$ cat config.mk
export PLATFORM = sky130hd
export DESIGN_NAME = spi_read_flat
export DESIGN_NICKNAME = d
export VERILOG_FILES = /design/src/rtl/spi_read_pkg.sv /design/src/rtl/spi_read_if.sv /design/src/rtl/spi_tick_gen.sv /design/src/rtl/spi_read.sv /design/src/flat_wrapper.sv
export SDC_FILE = /design/constraint.sdc
export NUM_CORES = 1
export LEC_CHECK = 0
export ABC_AREA = 1
export CORE_ASPECT_RATIO = 0.9
export CORE_UTILIZATION = 45
export CTS_CLUSTER_SIZE = 24
export DETAILED_ROUTE_END_ITERATION = 10
export PLACE_DENSITY_LB_ADDON = 0.05
export SETUP_SLACK_MARGIN = 0.02
export SLEW_MARGIN = 20
export SYNTH_ARGS = -nofsm -noshare
export SYNTH_HDL_FRONTEND = slang
export SYNTH_HIERARCHICAL = 1
export SYNTH_SLANG_ARGS = --single-unit
$ cat constraint.sdc
create_clock -name clk_i -period 2.7 [get_ports clk_i]
set_input_delay 0.675 -clock clk_i [delete_from_list [all_inputs] [get_ports clk_i]]
set_output_delay 0.675 -clock clk_i [all_outputs]
set_load 0.01 [all_outputs]
$ cat src/rtl/spi_read_pkg.sv
// Shared SPI mode-0 definitions: state encoding, bus idle levels and counter-width helpers.
// The SPI_RD_DUMMY_EN macro adds the DUMMY state to the read FSM encoding.
package spi_read_pkg;

   localparam logic SCLK_IDLE = 1'b0;
   localparam logic CS_ACTIVE = 1'b0;

`ifdef SPI_RD_DUMMY_EN
   typedef enum logic [2:0] {
      S_IDLE  = 3'd0,
      S_SETUP = 3'd1,
      S_ADDR  = 3'd2,
      S_DUMMY = 3'd3,
      S_DATA  = 3'd4,
      S_HOLD  = 3'd5
   } state_e;
`else
   typedef enum logic [2:0] {
      S_IDLE  = 3'd0,
      S_SETUP = 3'd1,
      S_ADDR  = 3'd2,
      S_DATA  = 3'd4,
      S_HOLD  = 3'd5
   } state_e;
`endif

   function automatic int unsigned max3(input int unsigned a, input int unsigned b,
                                        input int unsigned c);
      int unsigned m;
      m = (a > b) ? a : b;
      return (m > c) ? m : c;
   endfunction

   // Bits needed to count 0..n-1, never less than one.
   function automatic int unsigned cnt_w(input int unsigned n);
      return (n <= 1) ? 1 : $clog2(n);
   endfunction

endpackage

$ cat src/rtl/spi_read_if.sv
// Local request/response bus of the SPI read master.
interface spi_read_if #(
   parameter int unsigned ADDR_W = 8,
   parameter int unsigned DATA_W = 8
);
   logic              start;
   logic [ADDR_W-1:0] addr;
   logic              busy;
   logic              done;
   logic [DATA_W-1:0] rdata;

   modport master (output start, addr, input busy, done, rdata);
   modport slave  (input start, addr, output busy, done, rdata);
endinterface

$ cat src/rtl/spi_tick_gen.sv
// SCLK half-period generator: CLK_DIV cycles high, then CLK_DIV cycles low, restarting high on clear.
module spi_tick_gen
   import spi_read_pkg::*;
#(
   parameter int unsigned CLK_DIV = 4
) (
   input  logic clk_i,
   input  logic rst_i,
   input  logic clr_i,
   output logic rise_tick_o,
   output logic fall_tick_o,
   output logic bit_end_o,
   output logic sclk_o
);

   localparam int unsigned CW = cnt_w(CLK_DIV);

   logic [CW-1:0] cnt_q, cnt_d;
   logic          phase_q, phase_d;
   logic          wrap;

   assign wrap = (cnt_q == CW'(CLK_DIV - 1));

   always_comb begin
      cnt_d   = cnt_q;
      phase_d = phase_q;
      if (clr_i) begin
         cnt_d   = '0;
         phase_d = 1'b0;
      end else if (wrap) begin
         cnt_d   = '0;
         phase_d = ~phase_q;
      end else begin
         cnt_d = cnt_q + CW'(1);
      end
   end

   always_ff @(posedge clk_i) begin
      if (rst_i) begin
         cnt_q   <= '0;
         phase_q <= 1'b0;
      end else begin
         cnt_q   <= cnt_d;
         phase_q <= phase_d;
      end
   end

   // fall_tick marks the last high cycle, so a register loaded on it changes with the falling SCLK.
   assign rise_tick_o = ~clr_i & ~phase_q & (cnt_q == '0);
   assign fall_tick_o = ~clr_i & ~phase_q & wrap;
   assign bit_end_o   = ~clr_i &  phase_q & wrap;
   assign sclk_o      = clr_i ? SCLK_IDLE : ~phase_q;

endmodule

$ cat src/rtl/spi_read.sv
// SPI mode-0 read master: sends an address on MOSI, then shifts in a data word from MISO.
// Define SPI_RD_DUMMY_EN to insert DUMMY_CYCLES idle SCLK cycles between address and data.
module spi_read
   import spi_read_pkg::*;
#(
   parameter int unsigned CLK_DIV      = 4,
   parameter int unsigned ADDR_W       = 8,
   parameter int unsigned DATA_W       = 8,
   parameter int unsigned CS_SETUP     = 2,
   parameter int unsigned DUMMY_CYCLES = 8
) (
   input  logic       clk_i,
   input  logic       rst_i,
   spi_read_if.slave  bus,
   output logic       sclk_o,
   output logic       cs_n_o,
   output logic       mosi_o,
   input  logic       miso_i
);

   localparam int unsigned BIT_W  = cnt_w(max3(ADDR_W, DATA_W, DUMMY_CYCLES));
   localparam int unsigned WAIT_W = cnt_w(CS_SETUP);

   state_e            state_q, state_d;
   logic [WAIT_W-1:0] wait_q, wait_d;
   logic [BIT_W-1:0]  bit_q, bit_d;
   logic [ADDR_W-1:0] tx_q, tx_d;
   logic [DATA_W-1:0] rx_q, rx_d;
   logic [DATA_W-1:0] rdata_q, rdata_d;
   logic              done_q, done_d;

   logic tick_clr, rise_tick, fall_tick, bit_end, tick_sclk;

   spi_tick_gen #(.CLK_DIV(CLK_DIV)) u_tick (
      .clk_i       (clk_i),
      .rst_i       (rst_i),
      .clr_i       (tick_clr),
      .rise_tick_o (rise_tick),
      .fall_tick_o (fall_tick),
      .bit_end_o   (bit_end),
      .sclk_o      (tick_sclk)
   );

   always_ff @(posedge clk_i) begin
      if (rst_i) begin
         state_q <= S_IDLE;
         wait_q  <= '0;
         bit_q   <= '0;
         tx_q    <= '0;
         rx_q    <= '0;
         rdata_q <= '0;
         done_q  <= 1'b0;
      end else begin
         state_q <= state_d;
         wait_q  <= wait_d;
         bit_q   <= bit_d;
         tx_q    <= tx_d;
         rx_q    <= rx_d;
         rdata_q <= rdata_d;
         done_q  <= done_d;
      end
   end

   always_comb begin
      state_d = state_q;
      wait_d  = wait_q;
      bit_d   = bit_q;
      tx_d    = tx_q;
      rx_d    = rx_q;
      rdata_d = rdata_q;
      done_d  = 1'b0;
      unique case (state_q)
         S_IDLE: begin
            if (bus.start) begin
               state_d = S_SETUP;
               wait_d  = '0;
               tx_d    = bus.addr;
            end
         end
         S_SETUP: begin
            if (wait_q == WAIT_W'(CS_SETUP - 1)) begin
               state_d = S_ADDR;
               bit_d   = '0;
            end else begin
               wait_d = wait_q + WAIT_W'(1);
            end
         end
         S_ADDR: begin
            if (fall_tick) tx_d = tx_q << 1;
            if (bit_end) begin
               if (bit_q == BIT_W'(ADDR_W - 1)) begin
                  bit_d = '0;
`ifdef SPI_RD_DUMMY_EN
                  state_d = S_DUMMY;
`else
                  state_d = S_DATA;
`endif
               end else begin
                  bit_d = bit_q + BIT_W'(1);
               end
            end
         end
`ifdef SPI_RD_DUMMY_EN
         S_DUMMY: begin
            if (bit_end) begin
               if (bit_q == BIT_W'(DUMMY_CYCLES - 1)) begin
                  bit_d   = '0;
                  state_d = S_DATA;
               end else begin
                  bit_d = bit_q + BIT_W'(1);
               end
            end
         end
`endif
         S_DATA: begin
            if (rise_tick) rx_d = (rx_q << 1) | DATA_W'(miso_i);
            if (bit_end) begin
               if (bit_q == BIT_W'(DATA_W - 1)) begin
                  bit_d   = '0;
                  wait_d  = '0;
                  state_d = S_HOLD;
               end else begin
                  bit_d = bit_q + BIT_W'(1);
               end
            end
         end
         S_HOLD: begin
            if (wait_q == WAIT_W'(CS_SETUP - 1)) begin
               state_d = S_IDLE;
               done_d  = 1'b1;
               rdata_d = rx_q;
            end else begin
               wait_d = wait_q + WAIT_W'(1);
            end
         end
         default: state_d = S_IDLE;
      endcase
   end

   always_comb begin
      tick_clr  = 1'b1;
      bus.busy  = (state_q != S_IDLE);
      bus.done  = done_q;
      bus.rdata = rdata_q;
      cs_n_o    = (state_q == S_IDLE) ? ~CS_ACTIVE : CS_ACTIVE;
      mosi_o    = 1'b0;
      unique case (state_q)
         S_SETUP: mosi_o = tx_q[ADDR_W-1];
         S_ADDR: begin
            tick_clr = 1'b0;
            mosi_o   = tx_q[ADDR_W-1];
         end
`ifdef SPI_RD_DUMMY_EN
         S_DUMMY: tick_clr = 1'b0;
`endif
         S_DATA:  tick_clr = 1'b0;
         default: tick_clr = 1'b1;
      endcase
      sclk_o = tick_sclk;
   end

endmodule

$ cat src/flat_wrapper.sv
// flat-port wrapper written by rule: the top's interface ports become plain ports
module spi_read_flat import spi_read_pkg::*;
#(
   parameter int unsigned CLK_DIV      = 4,
   parameter int unsigned ADDR_W       = 8,
   parameter int unsigned DATA_W       = 8,
   parameter int unsigned CS_SETUP     = 2,
   parameter int unsigned DUMMY_CYCLES = 8
)
  (clk_i, rst_i, sclk_o, cs_n_o, mosi_o, miso_i, bus_start, bus_addr, bus_busy, bus_done, bus_rdata);
  spi_read_if #(.ADDR_W(ADDR_W), .DATA_W(DATA_W)) bus_i ();
  input  logic clk_i;
  input  logic rst_i;
  output logic sclk_o;
  output logic cs_n_o;
  output logic mosi_o;
  input  logic miso_i;
  input wire logic [$bits(bus_i.start)-1:0] bus_start;
  input wire logic [$bits(bus_i.addr)-1:0] bus_addr;
  output wire logic [$bits(bus_i.busy)-1:0] bus_busy;
  output wire logic [$bits(bus_i.done)-1:0] bus_done;
  output wire logic [$bits(bus_i.rdata)-1:0] bus_rdata;
  assign bus_i.start = bus_start;
  assign bus_i.addr = bus_addr;
  assign bus_busy = bus_i.busy;
  assign bus_done = bus_i.done;
  assign bus_rdata = bus_i.rdata;
  spi_read #(.CLK_DIV(CLK_DIV), .ADDR_W(ADDR_W), .DATA_W(DATA_W), .CS_SETUP(CS_SETUP), .DUMMY_CYCLES(DUMMY_CYCLES)) u_core (.clk_i(clk_i), .rst_i(rst_i), .bus(bus_i), .sclk_o(sclk_o), .cs_n_o(cs_n_o), .mosi_o(mosi_o), .miso_i(miso_i));
endmodule
==> impl_metrics.json <==
{
  "status": "finished, final reports clean",
  "ys_seq_elements": 35,
  "num_vias": 1477,
  "cts.sinks": 35,
  "tightestPinTransition_ps": 572,
  "cp.arrival_ps": 1840,
  "period_needed_ps": 2510,
  "cts_max_level": 2,
  "synthCells": 231,
  "fin_tns_setup_ps": 0,
  "cp-startpoint": "u_core/state_q[0]",
  "syn-cell-area_sq_um": 1660,
  "rsz0062_at_grt": "no",
  "ff2ff_path_depth": 12,
  "dp_hpwl_microns": 2300,
  "setup_viol": 0,
  "grt_usage_pct": 19.5,
  "intPower_mw": 1.22,
  "hold_violations": 0,
  "drive_above_1_share_pct": 13.8,
  "route.detailed.drc": 0,
  "finalWeightedCongestion": 0.885,
  "portBuffers": 24,
  "first_pass_iters": 5,
  "place_area_sq_um": 1950,
  "drt-initial-drc-count": 102,
  "clk_pin_slew_ps": 70,
  "clk_path_buf_depth": 2,
  "nNetsFinal": 277,
  "area_delta_synth_final_pct": 23.7,
  "clock_skew_ps": 4.89,
  "slew_viol_final": 0,
  "fin_area_sq_um": 2050,
  "cts_tree": "yes",
  "criticalPathCategory": "reg2out",
  "syn_avg_cell_area_sq_um": 7.19,
  "overflow": 0,
  "synth_top_area_share_pct": 42.2,
  "grt_max_degree": 21,
  "start_util_pct": 48.1,
  "min_period_over_period_pct": 93.1,
  "core_region_area_sq_um": 3450,
  "total_power_mw": 2.14,
  "post_drt_wl_per_cell_microns": 10.8,
  "die_x_microns": 66.0,
  "io_pins": 25,
  "fmax_mhz": 398,
  "rows": 20,
  "yosys.area.top_type": "dfxtp_1",
  "p_seq_share_pct": 33.5,
  "avgViaCountPerCell": 4.84,
  "synthTopCellsByArea": "dfxtp_1, nand2_1, nor2_1",
  "ir_drop_uv": 410,
  "cp_data_required_time_ps": 2030,
  "grt_pass1_vias": 1333,
  "r2r-end": "u_core/bit_q[2]",
  "yosysSeqAreaShare_pct": 42.2,
  "cts_setup_buffers": 0,
  "cap_viol_max_count": 0,
  "endpoint": "sclk_o",
  "ctsHoldBuffers": 0,
  "fp.dieH_microns": 59.6,
  "switchingPower_mw": 0.921,
  "cts_made_buffers": 5,
  "path_max_fanout": 10,
  "antenna_found_initial": 0,
  "wl_microns": 3310,
  "power_density_nw_per_um2": 1040,
  "clkPwrFrac_pct": 18.8,
  "ant_nets": 0,
  "reg2reg_from": "u_core/state_q[0]",
  "die_area_sq_um": 3940,
  "ys_types": 25,
  "cts_root_buffer": "clkbuf_8",
  "fillers": 348,
  "synth_fp_nets": 248,
  "grt_pass1_wl_microns": 5810,
  "seqCellArea_sq_um": 701,
  "diodes": 0,
  "yosys_warnings": 6,
  "switching_share_pct": 43.0,
  "insertion_delay_ps": 280,
  "hold_path.class": "reg2reg",
  "ctsResizeCount": 0,
  "finish.utilization_pct": 59.5,
  "multi_input_area_sq_um": 847,
  "slew_headroom_pct": 61.8,
  "p_comb_share_pct": 47.7,
  "cp-end-kind": "primary output",
  "worstSetupStartpointType": "flop",
  "leakagePower_nw": 0.912,
  "r2r_slack_ps": 860
}
## routing by layer
layer  share of wire, %  GRT usage (%)
met4               0.66           6.99
met2                 41           29.0
met3                4.8           4.81
met1                 54           27.3
met5                  0              0
## worst max-delay path, stage by stage, from the launching register on
cell	delay, ps
dfxtp_1	400
nor2_4	200
nand2_4	130
nand2_4	130
inv_2	80
nor2_1	80
clkdlybuf4s50_1	530
## power by group through the flow
stage	Clock [mW]	Combinational (mW)	Sequential [mW]
2_1_floorplan	0	0.763	0.713
3_5_place_dp	0	1.01	0.728
6_report	0.403	1.02	0.718
3_3_place_gp	0	1.03	0.727
4_1_cts	0.418	1.02	0.717
5_1_grt	0.435	1.17	0.733
## cells in the final DEF (no fill, tap or decap), types with 3 or more instances in the layout
master | netlist | final
inv_2 | 8 | 8
ha_1 | 5 | 5
nand3_1 | 19 | 19
nand2_1 | 47 | 47
o21ai_0 | 16 | 16
nand2_2 | 3 | 3
a21oi_1 | 13 | 13
clkbuf_8 | 0 | 6
nand3_2 | 3 | 3
nor2_1 | 47 | 47
inv_1 | 16 | 16
clkdlybuf4s50_1 | 0 | 24
dfxtp_1 | 35 | 35
## synthesized netlist by cell type
master,count
a21boi_0,1
a21oi_1,13
a21oi_2,1
buf_2,1
clkbuf_1,3
dfxtp_1,35
ha_1,5
inv_1,16
inv_2,8
inv_4,1
nand2_1,47
nand2_2,3
nand2_4,2
nand3_1,19
nand3_2,3
nor2_1,47
nor2_2,2
nor2_4,2
nor3_2,1
nor3_4,1
nor3b_1,1
o211ai_4,1
o21ai_0,16
o21ai_1,1
o21ai_2,1
## flip-flops by register name, summed over array words and instances (netlist names)
| register | count |
|---|---|
| u_core/rx_q | 8 |
| u_core/tx_q | 8 |
| u_core/bus.rdata | 8 |
| u_core/state_q | 3 |
| u_core/u_tick/cnt_q | 2 |
| u_core/bit_q | 3 |
| u_core/wait_q | 1 |
| u_core/u_tick/phase_q | 1 |
| u_core/bus.done | 1 |
## worst min path at each step
| stage | start | slack (ps) | endpoint | cells past startpoint |
|---|---|---|---|---|
| global placement | u_core/tx_q[0] | 450 | u_core/tx_q[0] | 2 |
| CTS | u_core/tx_q[0] | 470 | u_core/tx_q[0] | 2 |
| detailed placement | u_core/rx_q[7] | 460 | u_core/rx_q[7] | 2 |
| global route | u_core/tx_q[0] | 480 | u_core/tx_q[0] | 2 |
| finish | u_core/tx_q[0] | 470 | u_core/tx_q[0] | 2 |
| floorplan | u_core/u_tick/cnt_q[0] | 430 | u_core/u_tick/cnt_q[0] | 1 |
## layout make-up
| type | instances | share of cell area (%) |
|---|---|---|
| well taps | 44 | 2.68 |
| clock inverters | 2 | 0.792 |
| flip-flops and latches | 35 | 34.1 |
| inverters | 25 | 4.69 |
| repair buffers | 26 | 12.4 |
| clock buffers | 6 | 4.02 |
| multi-input cells | 167 | 41.3 |
## cell families (layout without fill, tap and decap cells)
logic type | count (synthesis) | count (layout) | synth area share, %
adder cells (fa/ha/maj) | 5 | 5 | 3.77
AND/OR/NAND/NOR | 128 | 128 | 35.4
buffers and inverters | 29 | 59 | 6.78
flip-flops | 35 | 35 | 42.2
AO/OA/AOI/OAI | 34 | 34 | 11.8
## stage by stage
step                setup slack (ps)  hold WS (ps)  std cells
global placement                 510           454        297
global route                    64.2           484        305
floorplan                       1020           433        231
CTS                              171           469        305
detailed placement               494           458        297
finish                           185           466        305
Note: power is estimated with default switching activity, not from simulation.
